===== config.mk =====
export PLATFORM = sky130hd
export DESIGN_NAME = mac_stream_interface
export DESIGN_NICKNAME = d
export VERILOG_FILES = /design/src/rtl/mac_stream_interface.sv
export SDC_FILE = /design/constraint.sdc
export NUM_CORES = 1
export LEC_CHECK = 0
export ABC_AREA = 1
export CORE_MARGIN = 5
export CORE_UTILIZATION = 46
export DETAILED_ROUTE_END_ITERATION = 8
export GPL_ROUTABILITY_DRIVEN = 0
export PLACE_DENSITY = 0.77
export SLEW_MARGIN = 20
export SYNTH_ARGS = -nofsm -noshare
export SYNTH_HDL_FRONTEND = slang
export SYNTH_SLANG_ARGS = --single-unit

===== constraint.sdc =====
create_clock -name clk -period 1.8 [get_ports clk]
set_clock_uncertainty 0.05 [all_clocks]
set_input_delay 0.54 -clock clk [delete_from_list [all_inputs] [get_ports clk]]
set_output_delay 0.54 -clock clk [all_outputs]
set_load 0.03 [all_outputs]

===== src/rtl/mac_stream_interface.sv =====
// mac_stream_interface
//
// Byte-serial front end for the MAC peripheral. Collects operand A and then
// operand B as BUS_W-wide beats over a valid/ready handshake, hands the
// assembled operands to the MAC core with a one-cycle start pulse, waits a
// fixed MAC latency, then streams the ACC_W-bit result back LSB-first over a
// second valid/ready handshake. Only one frame is in flight at a time.
//
// Parameters
//   BUS_W   beat width in bits
//   OP_W    operand width (multiple of BUS_W), NA = OP_W/BUS_W beats each
//   ACC_W   result width (multiple of BUS_W), NR = ACC_W/BUS_W output beats
//   MAC_LAT cycles from mac_start to a valid mac_result (>= 1)
//
// Ports
//   clk, rst_n                   clock, asynchronous active-low reset
//   in_valid/in_ready/in_data    input beat handshake and payload
//   in_first                     marks beat 0 of a frame (resync)
//   clear_and_mult_in            MAC control, sampled on beat 0
//   signed_mode                  signed flag, sampled on beat 0
//   out_valid/out_ready/out_data result beat handshake and payload
//   out_last                     high on the final result beat
//   out_overflow                 captured MAC overflow flag
//   mac_data_a, mac_data_b       assembled operands to the MAC core
//   mac_clear_and_mult           captured control to the MAC core
//   mac_signed_mode              captured signed flag to the MAC core
//   mac_start                    one-cycle start pulse to the MAC core
//   mac_result, mac_overflow     result and overflow from the MAC core
//   sync_error                   one-cycle pulse when a partial frame is dropped

module mac_stream_interface #(
  parameter int BUS_W   = 8,
  parameter int OP_W    = 8,
  parameter int ACC_W   = 16,
  parameter int MAC_LAT = 1
) (
  input  logic             clk,
  input  logic             rst_n,
  input  logic             in_valid,
  output logic             in_ready,
  input  logic [BUS_W-1:0] in_data,
  input  logic             in_first,
  input  logic             clear_and_mult_in,
  input  logic             signed_mode,
  output logic             out_valid,
  input  logic             out_ready,
  output logic [BUS_W-1:0] out_data,
  output logic             out_last,
  output logic             out_overflow,
  output logic [OP_W-1:0]  mac_data_a,
  output logic [OP_W-1:0]  mac_data_b,
  output logic             mac_clear_and_mult,
  output logic             mac_signed_mode,
  output logic             mac_start,
  input  logic [ACC_W-1:0] mac_result,
  input  logic             mac_overflow,
  output logic             sync_error
);

  localparam int NA    = OP_W / BUS_W;
  localparam int NR    = ACC_W / BUS_W;
  localparam int BEATS = 2 * NA;
  localparam int CNT_W = $clog2(BEATS);
  localparam int OUT_W = (NR > 1) ? $clog2(NR) : 1;
  localparam int LAT_W = $clog2(MAC_LAT + 1);

  typedef enum logic [1:0] {
    S_COLLECT = 2'd0,
    S_WAIT    = 2'd1,
    S_SEND    = 2'd2
  } state_t;

  state_t              state;
  state_t              state_next;
  logic [CNT_W-1:0]    beat_cnt;
  logic [CNT_W-1:0]    wr_idx;
  logic [OUT_W-1:0]    out_cnt;
  logic [LAT_W-1:0]    lat_cnt;
  logic [2*OP_W-1:0]   frame_buf;
  logic [2*OP_W-1:0]   frame_next;
  logic                ctrl_clear;
  logic                ctrl_signed;
  logic [ACC_W-1:0]    result_reg;
  logic                ovf_reg;

  logic in_accept;
  logic resync;
  logic last_beat;
  logic out_hs;
  logic out_final;
  logic lat_done;

  // Handshake qualifiers shared by the FSM and the datapath. A beat flagged
  // in_first while a frame is partly collected restarts the frame; it can
  // never be the last beat because it becomes beat 0.
  assign in_accept = in_valid && in_ready;
  assign resync    = in_accept && in_first && (beat_cnt != '0);
  assign last_beat = in_accept && !resync && (beat_cnt == CNT_W'(BEATS - 1));
  assign out_hs    = out_valid && out_ready;
  assign out_final = (out_cnt == OUT_W'(NR - 1));
  assign lat_done  = (lat_cnt == LAT_W'(1));

  // State register.
  always_ff @(posedge clk or negedge rst_n) begin
    if (!rst_n) begin
      state <= S_COLLECT;
    end else begin
      state <= state_next;
    end
  end

  // Next-state logic: collect beats, wait out the MAC latency, send result.
  always_comb begin
    state_next = state;
    case (state)
      S_COLLECT: if (last_beat)           state_next = S_WAIT;
      S_WAIT:    if (lat_done)            state_next = S_SEND;
      S_SEND:    if (out_hs && out_final) state_next = S_COLLECT;
      default:                            state_next = S_COLLECT;
    endcase
  end

  // Handshake outputs decoded purely from state so that reset drops them
  // immediately without waiting for a clock edge.
  always_comb begin
    in_ready  = 1'b0;
    out_valid = 1'b0;
    out_last  = 1'b0;
    case (state)
      S_COLLECT: in_ready = 1'b1;
      S_SEND: begin
        out_valid = 1'b1;
        out_last  = out_final;
      end
      default: ;
    endcase
  end

  // Frame buffer with the incoming beat merged in. The completing beat is
  // taken from here so the mac_* registers load in the same edge that
  // accepts it.
  always_comb begin
    frame_next = frame_buf;
    wr_idx     = resync ? '0 : beat_cnt;
    frame_next[BUS_W*wr_idx +: BUS_W] = in_data;
  end

  // Input side: beat counter, frame buffer and beat-0 control capture.
  always_ff @(posedge clk or negedge rst_n) begin
    if (!rst_n) begin
      beat_cnt    <= '0;
      frame_buf   <= '0;
      ctrl_clear  <= 1'b0;
      ctrl_signed <= 1'b0;
    end else if (in_accept) begin
      frame_buf <= frame_next;
      if (resync) begin
        beat_cnt <= CNT_W'(1);
      end else if (last_beat) begin
        beat_cnt <= '0;
      end else begin
        beat_cnt <= beat_cnt + CNT_W'(1);
      end
      if (resync || beat_cnt == '0) begin
        ctrl_clear  <= clear_and_mult_in;
        ctrl_signed <= signed_mode;
      end
    end
  end

  // Held operand/control registers towards the MAC core plus the start and
  // sync-error pulses. The held values only change when a frame completes.
  always_ff @(posedge clk or negedge rst_n) begin
    if (!rst_n) begin
      mac_data_a         <= '0;
      mac_data_b         <= '0;
      mac_clear_and_mult <= 1'b0;
      mac_signed_mode    <= 1'b0;
      mac_start          <= 1'b0;
      sync_error         <= 1'b0;
    end else begin
      mac_start  <= last_beat;
      sync_error <= resync;
      if (last_beat) begin
        mac_data_a         <= frame_next[OP_W-1:0];
        mac_data_b         <= frame_next[2*OP_W-1:OP_W];
        mac_clear_and_mult <= ctrl_clear;
        mac_signed_mode    <= ctrl_signed;
      end
    end
  end

  // Latency counter and result capture. The counter loads MAC_LAT with the
  // last input beat; the result is sampled on the edge where it would reach
  // zero, which is the end of cycle (mac_start + MAC_LAT - 1).
  always_ff @(posedge clk or negedge rst_n) begin
    if (!rst_n) begin
      lat_cnt    <= '0;
      result_reg <= '0;
      ovf_reg    <= 1'b0;
    end else begin
      if (last_beat) begin
        lat_cnt <= LAT_W'(MAC_LAT);
      end else if (state == S_WAIT && lat_cnt != '0) begin
        lat_cnt <= lat_cnt - LAT_W'(1);
      end
      if (state == S_WAIT && lat_done) begin
        result_reg <= mac_result;
        ovf_reg    <= mac_overflow;
      end
    end
  end

  // Output beat counter; advances only on a completed output handshake so
  // the presented slice stays stable under backpressure.
  always_ff @(posedge clk or negedge rst_n) begin
    if (!rst_n) begin
      out_cnt <= '0;
    end else if (out_hs) begin
      out_cnt <= out_final ? '0 : out_cnt + OUT_W'(1);
    end
  end

  assign out_data     = result_reg[BUS_W*out_cnt +: BUS_W];
  assign out_overflow = ovf_reg;

endmodule


# After elaboration in Yosys (flattened, before gate mapping)
# Cells that the tools add are included.
[classes]
addsub = 4
n_mul = 0
n_div = 0
n_lt_le_gt_ge = 0
eq_ne = 5
shift = 3
muxes = 14
n_bitwise = 1
n_reduce_logical = 14
[ops]
columns = ["cell", "n"]
rows = [
  ["$neg 4->34", 1],
  ["$shift 8x34->16 const A", 1],
  ["$shiftx 8x34->16", 1],
  ["$bwmux 16", 1],
  ["$shiftx 16x5->8", 1],
  ["$mux 1", 9],
  ["$logic_and 1x1->1", 8],
  ["$mux 2", 3],
  ["$ne 2x2->1 const B", 3],
  ["$pmux 2 s3", 1],
  ["$reduce_and 3->1", 1],
  ["$add 1x1->1 const B", 2],
  ["$eq 2x1->1 const B", 1],
  ["$eq 2x2->1 const B", 1],
  ["$logic_not 2->1", 1],
  ["$reduce_and 2->1", 1],
  ["$reduce_bool 2->1", 1],
  ["$logic_not 1->1", 1],
  ["$logic_or 1x1->1", 1],
  ["$not 1->1", 1],
  ["$sub 1x1->1 const B", 1],
]
[word_totals]
ff_bits = 60
latch_bits = 0
ramBits = 0
rom_bits = 0
inputBits = 32
output_inout_bits = 32
wordCells = 56
n_memories = 0

# Depth between registers and ports, before layout
# Gate-level depths: netlist of run 1.
[depth]
word_depth = 10
depth_mapped = 7
mapped_depth_nobuf = 6

# Least setup slack after synthesis of run 1
# OpenSTA, ideal clock, no wires.
[synth_path]
path_kind = "reg-to-output"
startpoint = "reg out_cnt"
endpoint = "out out_last"
arrival_ps = 1473
required_time_ps = 1210
path_slack_ps = -263
path_stages_with_launch = 5
n_path_buf = 2
path_cell_list = "dfrtp_1 clkbuf_1 inv_1 buf_2 nor3_1"
[synth_via]
elab_chain_cells = 1
[synth_rtl]
columns = ["element", "line_no", "source"]
rows = [
  ["from (decl)", "77", "logic [OUT_W-1:0] out_cnt;"],
  ["from (signal assigned)", "220", "out_cnt <= out_final ? '0 : out_cnt + OUT_W'(1);"],
  ["$mux 1", "129", "case (state)"],
  ["to (decl)", "48", "output logic out_last,"],
]
# No other way between the ends.

# Worst setup path in the final report of run 1
# Ends and elaborated chain as after synthesis.

==> run_results.csv, run 1 <==
group,metric,value,unit
detailed_routing,routedWlPerCell,13.3,µm
floorplan,rows,25,
power,p_comb_share,49.9,%
detailed_routing,drc,0,
timing,period_needed,1770,ps
setup_path,ff2ff_setup_slack,450,ps
floorplan,core,4630,µm²
setup_path,reg2regPathDepth,7,
worst_hold_path,min_path_type,"primary input to async pin",
synth,ys_top_cells_by_area,"dfrtp_1, nand2_1, o211ai_1",
setup_path,crit_path_max_fanout,4,
detailed_routing,via_count,1817,
final_layout,multi_input_area,742,µm²
synth,ys_seq_area_share,60.3,%
synth,yosysTopAreaCellShare,60.3,%
synth,syn_inst,249,
outcome,status,"finished, final reports clean",
timing,fin_hold_ws,122,ps
setup_path,cp_data_arrival_time,1180,ps
clock_network,clockBufferDepth,2,
clock_network,cts.htree.levels,2,
detailed_routing,routed_via_density,4.87,
setup_path,r2r-start,"state[0]",
power,powerDensity,1780,nW/µm²
timing,rsz0062_at_grt,"true",
power,clkPwrFrac,12.6,%
detailed_routing,drt-initial-drc-count,60,
final_layout,post-route-cell-area,3000,µm²
floorplan,fp.dieH,78.5,µm
synth,syn_nets,281,
global_routing,grt_antenna_before_repair,0,
setup_path,r2r-end,"frame_buf[5]",
final_layout,seqCellArea,1300,µm²
floorplan,pin_count,64,
power,seq_power_share,37.5,%
floorplan,die_w,78.5,µm
synth,synthDistinctLibCells,19,
clock_network,cts_hold_buf,0,
detailed_routing,ant_nets,0,
power,swShare,43.2,%
power,power.leakage,1.61,nW
synth,ys_ff_latch,52,
timing,fmax,566,MHz
setup_path,required,1210,ps
timing,period_share,98.1,%
clock_network,cts_made_buffers,5,
final_layout,drive_above_1_share,14.4,%
setup_path,critPathKind,"register to output port",
timing,finalHoldViolCount,0,
clock_network,cts.sinks,52,
global_routing,grt_pass1_vias,1940,
synth,async_reset_ff_share,100,%
power,intPower,0.00304,W
floorplan,start_util,46.6,%
place,io_buffers,63,
synth,synth_most_common_cell,"nand2_1",
power,p_sw,0.00230,W
synth,ys.flop_type,"dfrtp_1",
timing,setup_viol,0,
detailed_routing,wl,4980,µm
timing,relSlewSlack,70.1,%
power,ir_drop,0.859,mV
global_routing,grt.overflow.total,0,
run,drv_cap,0,
synth,syn-cell-area,2160,µm²
final_layout,syn2layout_area_growth,38.9,%
global_routing,grt_pass1_wl,8650,µm
setup_path,worst_setup_path_start_kind,"register",
final_layout,fillers,408,
synth,synth_common_cells,"nand2_1, dfrtp_1, inv_1",
clock_network,cts-root-buf,"clkbuf_8",
global_routing,grt_start_max_net_pins,35,
final_layout,antennaDiodeCount,0,
global_routing,grt_use_total,17.8,%
final_layout,largest_reg_flops,16,
setup_path,endpoint_kind,"output port",
synth,synth-edff-count,0,
detailed_routing,dr.pass1.iters,4,
clock_network,insertion_delay,300,ps
synth,yosys.area.top_type,"dfrtp_1",
clock_network,tritoncts,"yes",
final_layout,fin_nets,350,
floorplan,die_area,6160,µm²
place,dpl.hpwl,3700,µm
synth,syn_avg_cell_area,8.66,µm²
synth,yosysWarningCount,0,
timing,slew_viol_final,0,
clock_network,clk_pin_slew_worst_paths,90,ps
place,placed_area,2850,µm²
timing,tightest_slew,448,ps
-- through the flow --
| stage | total power, W | std cells | TNS (ps) | utilization [%] | worst slack (ps) |
|---|---|---|---|---|---|
| 2_1_floorplan | 0.00360 | 249 | 0 | - | 96.3 |
| 3_3_place_gp | 0.00458 | 362 | 0 | 61.6 | 28.9 |
| 6_report | 0.00534 | 373 | 0 | 64.7 | 33.6 |
| 4_1_cts | 0.00530 | 373 | 0 | 64.0 | 25.2 |
| 3_5_place_dp | 0.00465 | 362 | -285 | 61.6 | -45.2 |
| 5_1_grt | 0.00576 | 373 | -314 | 64.7 | -50.8 |
-- layout by cell type (no fill, tap or decap) --
cell,n
buf_12,3
buf_2,1
buf_4,13
buf_6,7
clkbuf_1,2
clkbuf_8,6
clkdlybuf4s50_1,30
dfrtp_1,51
dfrtp_2,1
dlygate4sd2_1,21
inv_1,12
inv_2,3
inv_4,2
nand2_1,131
nand2_2,5
nand4_2,1
nor2_1,1
nor2_2,2
nor3_4,2
nor4_1,1
o211ai_1,10
o21ai_0,2
o21ai_1,10
o31ai_1,1
xor2_1,1
-- metal layers --
| metal | share of wire [%] | track usage (%) |
|---|---|---|
| met1 | 42 | 21.0 |
| met2 | 49 | 30.5 |
| met3 | 6.0 | 5.62 |
| met4 | 2.2 | 6.47 |
| met5 | 0 | 0 |
-- worst max path at each step --
stage | startpoint | end
after floorplan | out_cnt | out_last
after global placement | in_valid | frame_buf[6]
after detailed placement | in_valid | frame_buf[5]
after CTS | out_cnt | out_last
after global routing | out_cnt | out_last
final | out_cnt | out_last
-- final cells by class --
cell class	instances	area share, %
inverters	17	2.30
flip-flops and latches	52	43.5
repair buffers	75	24.2
clock buffers	8	3.01
multi-input cells	167	24.8
well taps	54	2.25
-- repair_timing --
action	CTS	global route
setup endpoints to repair	31	9
resized for setup	26	11
setup buffers	3	0
pin swaps	1	3
-- cells by family (layout without fill, tap and decap cells) --
group | count (synthesis) | count (layout) | share of synthesized area (%)
AND/OR/NAND/NOR | 143 | 143 | 26.2
flip-flops | 52 | 52 | 60.3
buffers and inverters | 30 | 100 | 6.50
AO/OA/AOI/OAI | 23 | 23 | 6.61
XOR/XNOR | 1 | 1 | 0.406
-- critical path, cell delays in order, from the launching register on --
cell and delay (ps):
dfrtp_1 400, inv_4 60, buf_4 150, nor3_4 120, buf_6 150
-- power by group through the flow --
stage | registers, W | clock network [W] | logic, W
6_report | 0.00200 | 0.000673 | 0.00266
4_1_cts | 0.00200 | 0.000700 | 0.00259
3_5_place_dp | 0.00202 | 0 | 0.00263
3_3_place_gp | 0.00201 | 0 | 0.00257
2_1_floorplan | 0.00235 | 0 | 0.00125
5_1_grt | 0.00209 | 0.000755 | 0.00292
No activity file was read; power rests on OpenSTA's default activity.
==> run 2: changes to the inputs <==
- MAX_ROUTING_LAYER: unset -> met4
==> run 2 against run 1 <==
Clock power barely moved. Design area did not move. Largest power group unchanged. Total power about the same. Critical path depth unchanged. Worst hold slack worse by 2.8 ps. Cell count did not move. Critical path type unchanged. Global-route usage increased by 0.47 points. Via count rose by 0.17%. Sequential share of layout area is the same. Wire length up 0.10%. Sequential power is essentially flat.
==> run_results.csv, run 2 (synthesis results as in run 1) <==
group,metric,value,unit
final_layout,fin_nets,350,
power,p_comb_share,49.9,%
power,p_sw,0.00230,W
clock_network,cts_hold_buf,0,
setup_path,cpMaxStageDelayCell,"dfrtp_1",
run,drv_cap,0,
detailed_routing,drc,0,
detailed_routing,via_count,1820,
place,dpl.hpwl,3700,µm
detailed_routing,dr.pass1.iters,4,
setup_path,cpPeakStageDelay,390,ps
timing,tightest_slew,440,ps
power,intPower,0.00304,W
power,powerDensity,1780,nW/µm²
floorplan,start_util,46.6,%
floorplan,pin_count,64,
setup_path,crit_chain,"inv_4 > buf_4 > nor3_4 > buf_6",
detailed_routing,ant_nets,0,
detailed_routing,routedWlPerCell,13.4,µm
clock_network,cts.htree.levels,2,
clock_network,cts.sinks,52,
clock_network,cts-root-buf,"clkbuf_8",
setup_path,required,1210,ps
detailed_routing,wl,4980,µm
detailed_routing,drt-initial-drc-count,62,
floorplan,die_area,6160,µm²
final_layout,final_core_utilization,64.7,%
power,clkPwrFrac,12.6,%
final_layout,fillers,408,
final_layout,drive_above_1_share,14.4,%
timing,finalHoldViolCount,0,
final_layout,multi_input_area,742,µm²
final_layout,final_common_cell,"nand2_1",
global_routing,grt_start_max_net_pins,35,
global_routing,grt_antenna_before_repair,0,
global_routing,grt.overflow.total,0,
place,dp.cells,362,
power,swShare,43.1,%
setup_path,endpoint_kind,"output port",
clock_network,insertion_delay,300,ps
final_layout,post-route-cell-area,3000,µm²
place,placed_area,2850,µm²
timing,rsz0062_at_grt,"true",
global_routing,grt_pass1_vias,1941,
timing,period_share,98.1,%
final_layout,final_cells,373,
timing,fmax,566,MHz
setup_path,crit_path_max_fanout,4,
worst_hold_path,min_path_type,"primary input to async pin",
timing,setup_viol,0,
setup_path,cp_num_buf_inv,3,
final_layout,final_cell_mix,"nand2_1, dfrtp_1, clkdlybuf4s50_1",
setup_path,cp_data_arrival_time,1180,ps
final_layout,syn2layout_area_growth,38.9,%
power,seq_power_share,37.5,%
floorplan,core,4630,µm²
outcome,status,"finished, final reports clean",
final_layout,antennaDiodeCount,0,
power,finalPower,0.00534,W
timing,relSlewSlack,70.7,%
final_layout,largest_reg_flops,16,
final_layout,seqCellArea,1300,µm²
clock_network,tritoncts,"yes",
floorplan,rows,25,
global_routing,grt_use_total,18.3,%
power,ir_drop,0.857,mV
clock_network,cts_made_buffers,5,
place,io_buffers,63,
setup_path,critPathKind,"register to output port",
clock_network,clk_pin_slew_worst_paths,90,ps
floorplan,fp.dieH,78.5,µm
setup_path,worst_setup_path_start_kind,"register",
clock_network,clockBufferDepth,2,
timing,period_needed,1770,ps
power,power.leakage,1.61,nW
timing,slew_viol_final,0,
detailed_routing,routed_via_density,4.88,
floorplan,die_w,78.5,µm
global_routing,grt_pass1_wl,8640,µm
setup_path,critPathTopFamily,"flip-flops",
==> run 2: cell counts in the layout (fill, tap and decap cells not counted) <==
No cell type changed its count.
==> run 2: routing by layer <==
metal	global-route usage, %	vias to the layer above	wire length [µm]
li1	-	902	-
met2	30.5	51	2520
met3	5.16	7	284
met5	-	-	0
met4	6.47	0	76
met1	21.2	860	2100
==> run 2: layout make-up <==
cell class,count,share of cell area [%]
Timing Repair Buffer,75,24.2
Tap cell,54,2.25
Multi-Input combinational cell,167,24.8
Sequential cell,52,43.5
Inverter,17,2.30
Clock buffer,8,3.01
==> run 2: through the flow <==
stage | hold WS (ps) | setup slack (ps) | setup TNS [ps]
floorplan | 194 | 96.3 | 0
global placement | 383 | 28.9 | 0
detailed placement | 407 | -45.2 | -285
CTS | 127 | 25.2 | 0
global route | 140 | -50.8 | -314
finish | 119 | 34.7 | 0
==> run 2: power by group through the flow <==
stage	sequential [W]	combinational [W]	clock (W)
after detailed placement	0.00202	0.00263	0
after global routing	0.00209	0.00292	0.000755
after global placement	0.00201	0.00257	0
after floorplan	0.00235	0.00125	0
final	0.00200	0.00266	0.000675
after CTS	0.00200	0.00259	0.000700
==> run 2: worst paths after layout <==
path | from | to | slack [ps] | cells past startpoint
min in group clk | lat_cnt | state[0] | 420 | 1
setup / recovery | out_cnt | out_last | 30 | 4
hold reg to reg | lat_cnt | state[0] | 420 | 1
setup reg to reg | state[0] | frame_buf[5] | 440 | 7
hold / removal | rst_n | result_reg[6] | 120 | 1
max in group asynchronous | rst_n | mac_data_b[5] | 1060 | 2
==> run 2: timing repair <==
item | CTS | global route
buffers inserted | 3 | 0
endpoints found under the setup margin | 31 | 9
gates resized for setup | 26 | 11
pin swaps | 1 | 3
==> run 3: changes to the inputs <==
- CAP_MARGIN: unset -> 0
- CORE_UTILIZATION: 46 -> 42
- PLACE_DENSITY: 0.77 -> 0.74
- clock period: 1.8 -> 1.6 ns (I/O delays scaled with it)
==> run 3 against run 2 <==
The flow now finishes with violations (setup timing). Worst setup slack got worse by 120 ps. Global-route usage fell by 0.61 points. Sequential power is 15% higher. Clock-buffer cell count fell by 3. Clock power grew 30%. Cell count grew 5.6%. Die area is 8.3% higher.
==> run_results.csv, run 3 (synthesis results as in run 1) <==
group,metric,value,unit
floorplan,die_w,81.7,µm
timing,rsz0062_at_grt,"true",
clock_network,cts.htree.levels,2,
clock_network,insertion_delay,300,ps
clock_network,cts_made_buffers,5,
detailed_routing,via_count,1854,
clock_network,cts.sinks,52,
global_routing,grt_pass1_vias,1836,
global_routing,grt_use_total,17.6,%
detailed_routing,routedWlPerCell,12.9,µm
detailed_routing,drc,0,
place,placed_area,2910,µm²
floorplan,rows,26,
detailed_routing,drt-initial-drc-count,97,
timing,period_needed,1680,ps
clock_network,clk_pin_slew_worst_paths,90,ps
detailed_routing,dr.pass1.iters,4,
final_layout,syn2layout_area_growth,43.8,%
clock_network,tritoncts,"yes",
timing,setup_ws,-83.9,ps
power,ir_drop,1.08,mV
power,finalPower,0.00641,W
clock_network,cts-root-buf,"clkbuf_8",
floorplan,start_util,42.8,%
final_layout,fin_nets,355,
final_layout,final_common_cell,"nand2_1",
timing,slew_viol_final,0,
setup_path,r2r-end,"frame_buf[7]",
place,io_buffers,63,
setup_path,cpPeakStageDelay,400,ps
setup_path,crit_chain,"buf_4 > nand2_1 > nand2_2 > buf_6",
setup_path,setup.worst_path.start,"out_cnt",
timing,fmax,594,MHz
run,drv_cap,0,
setup_path,ff2ff_setup_slack,70,ps
clock_network,clockBufferDepth,2,
global_routing,grt.overflow.total,0,
floorplan,pin_count,64,
floorplan,die_area,6670,µm²
global_routing,grt_pass1_wl,8790,µm
setup_path,endpoint_kind,"output port",
setup_path,r2r-start,"state[0]",
final_layout,antennaDiodeCount,0,
global_routing,grt_start_max_net_pins,53,
place,dpl.hpwl,3610,µm
outcome,violations,"setup timing",
timing,setup_viol,10,
setup_path,reg2regPathDepth,8,
setup_path,cpMaxStageDelayCell,"dfrtp_1",
global_routing,grt_antenna_before_repair,0,
setup_path,worst_setup_path_start_kind,"register",
setup_path,required,1070,ps
power,power.leakage,1.62,nW
final_layout,fillers,432,
place,pre_cts_slack,-210,ps
final_layout,post-route-cell-area,3100,µm²
detailed_routing,wl,5080,µm
detailed_routing,routed_via_density,4.71,
final_layout,drive_above_1_share,23.5,%
detailed_routing,ant_nets,0,
floorplan,fp.dieH,81.7,µm
power,powerDensity,2070,nW/µm²
final_layout,final_cell_mix,"nand2_1, dfrtp_1, clkdlybuf4s50_1",
floorplan,core,5040,µm²
setup_path,crit_path_max_fanout,8,
timing,relSlewSlack,76.2,%
timing,finalHoldViolCount,0,
outcome,status,"finished with violations",
timing,period_share,105,%
setup_path,critPathKind,"register to output port",
final_layout,largest_reg_flops,16,
worst_hold_path,min_path_type,"primary input to async pin",
clock_network,cts_hold_buf,0,
timing,tightest_slew,357,ps
setup_path,cp_data_arrival_time,1150,ps
[run 3: cell count changes in the layout (fill, tap and decap cells not counted), moves of 2 or more]
cell	before	now
buf_12	3	5
buf_4	13	20
buf_6	7	12
clkbuf_1	2	0
clkbuf_2	0	10
dlygate4sd2_1	21	1
nand2_1	131	128
nand2_2	5	8
nor2_2	2	0
nor2_4	0	2
[run 3: stage by stage]
step                cells  TNS [ps]  util (%)  hold WS, ps
floorplan             249         0         -          134
global placement      381     -3650      57.7          387
detailed placement    381     -5040      57.7          393
CTS                   393      -720      61.4          103
global route          394     -1520      61.5          100
finish                394      -576      61.5         91.9
[run 3: worst max-delay path by stage]
stage	endpoint	slack [ps]
final	out_data[5]	-80
after global routing	out_data[5]	-170
after CTS	out_data[0]	-90
after detailed placement	mac_data_a[7]	-210
after global placement	mac_data_a[0]	-150
after floorplan	out_last	5
[run 3: cell type report]
type	instances	area, µm²	area share (%)
Sequential cell	52	1300	42.0
Multi-Input combinational cell	167	768	24.8
Timing Repair Buffer	80	759	24.5
Tap cell	70	87.6	2.82
Inverter	17	71.3	2.30
Clock buffer	5	68.8	2.22
Clock inverter	3	42.5	1.37
[run 3: worst max-delay path: cells and delay by family, from the launching register on]
family	cells	cell delay, ps
buffers and inverters	2	300
flip-flops	1	400
AND/OR/NAND/NOR	2	150
[run 3: where the power goes]
| group | total (W) | leakage, nW | internal, W | switching, W |
|---|---|---|---|---|
| logic | 0.00322 | 0.925 | 0.00131 | 0.00191 |
| registers | 0.00231 | 0.642 | 0.00192 | 0.000393 |
| clock network | 0.000876 | 0.0541 | 0.000463 | 0.000413 |
[run 3: metal layers]
metal	global-route usage (%)	share of wire (%)	routed length, µm	up-vias
met2	26.7	48	2460	50
met5	-	0	0	-
li1	-	-	-	913
met4	5.48	1.5	74	0
met1	23.9	45	2290	882
met3	3.84	5.0	255	9
[run 3: repair_timing]
item | in CTS | in global routing
pin swaps | 2 | 1
setup buffers | 4 | 1
gates resized for setup | 36 | 26
setup endpoints to repair | 23 | 25
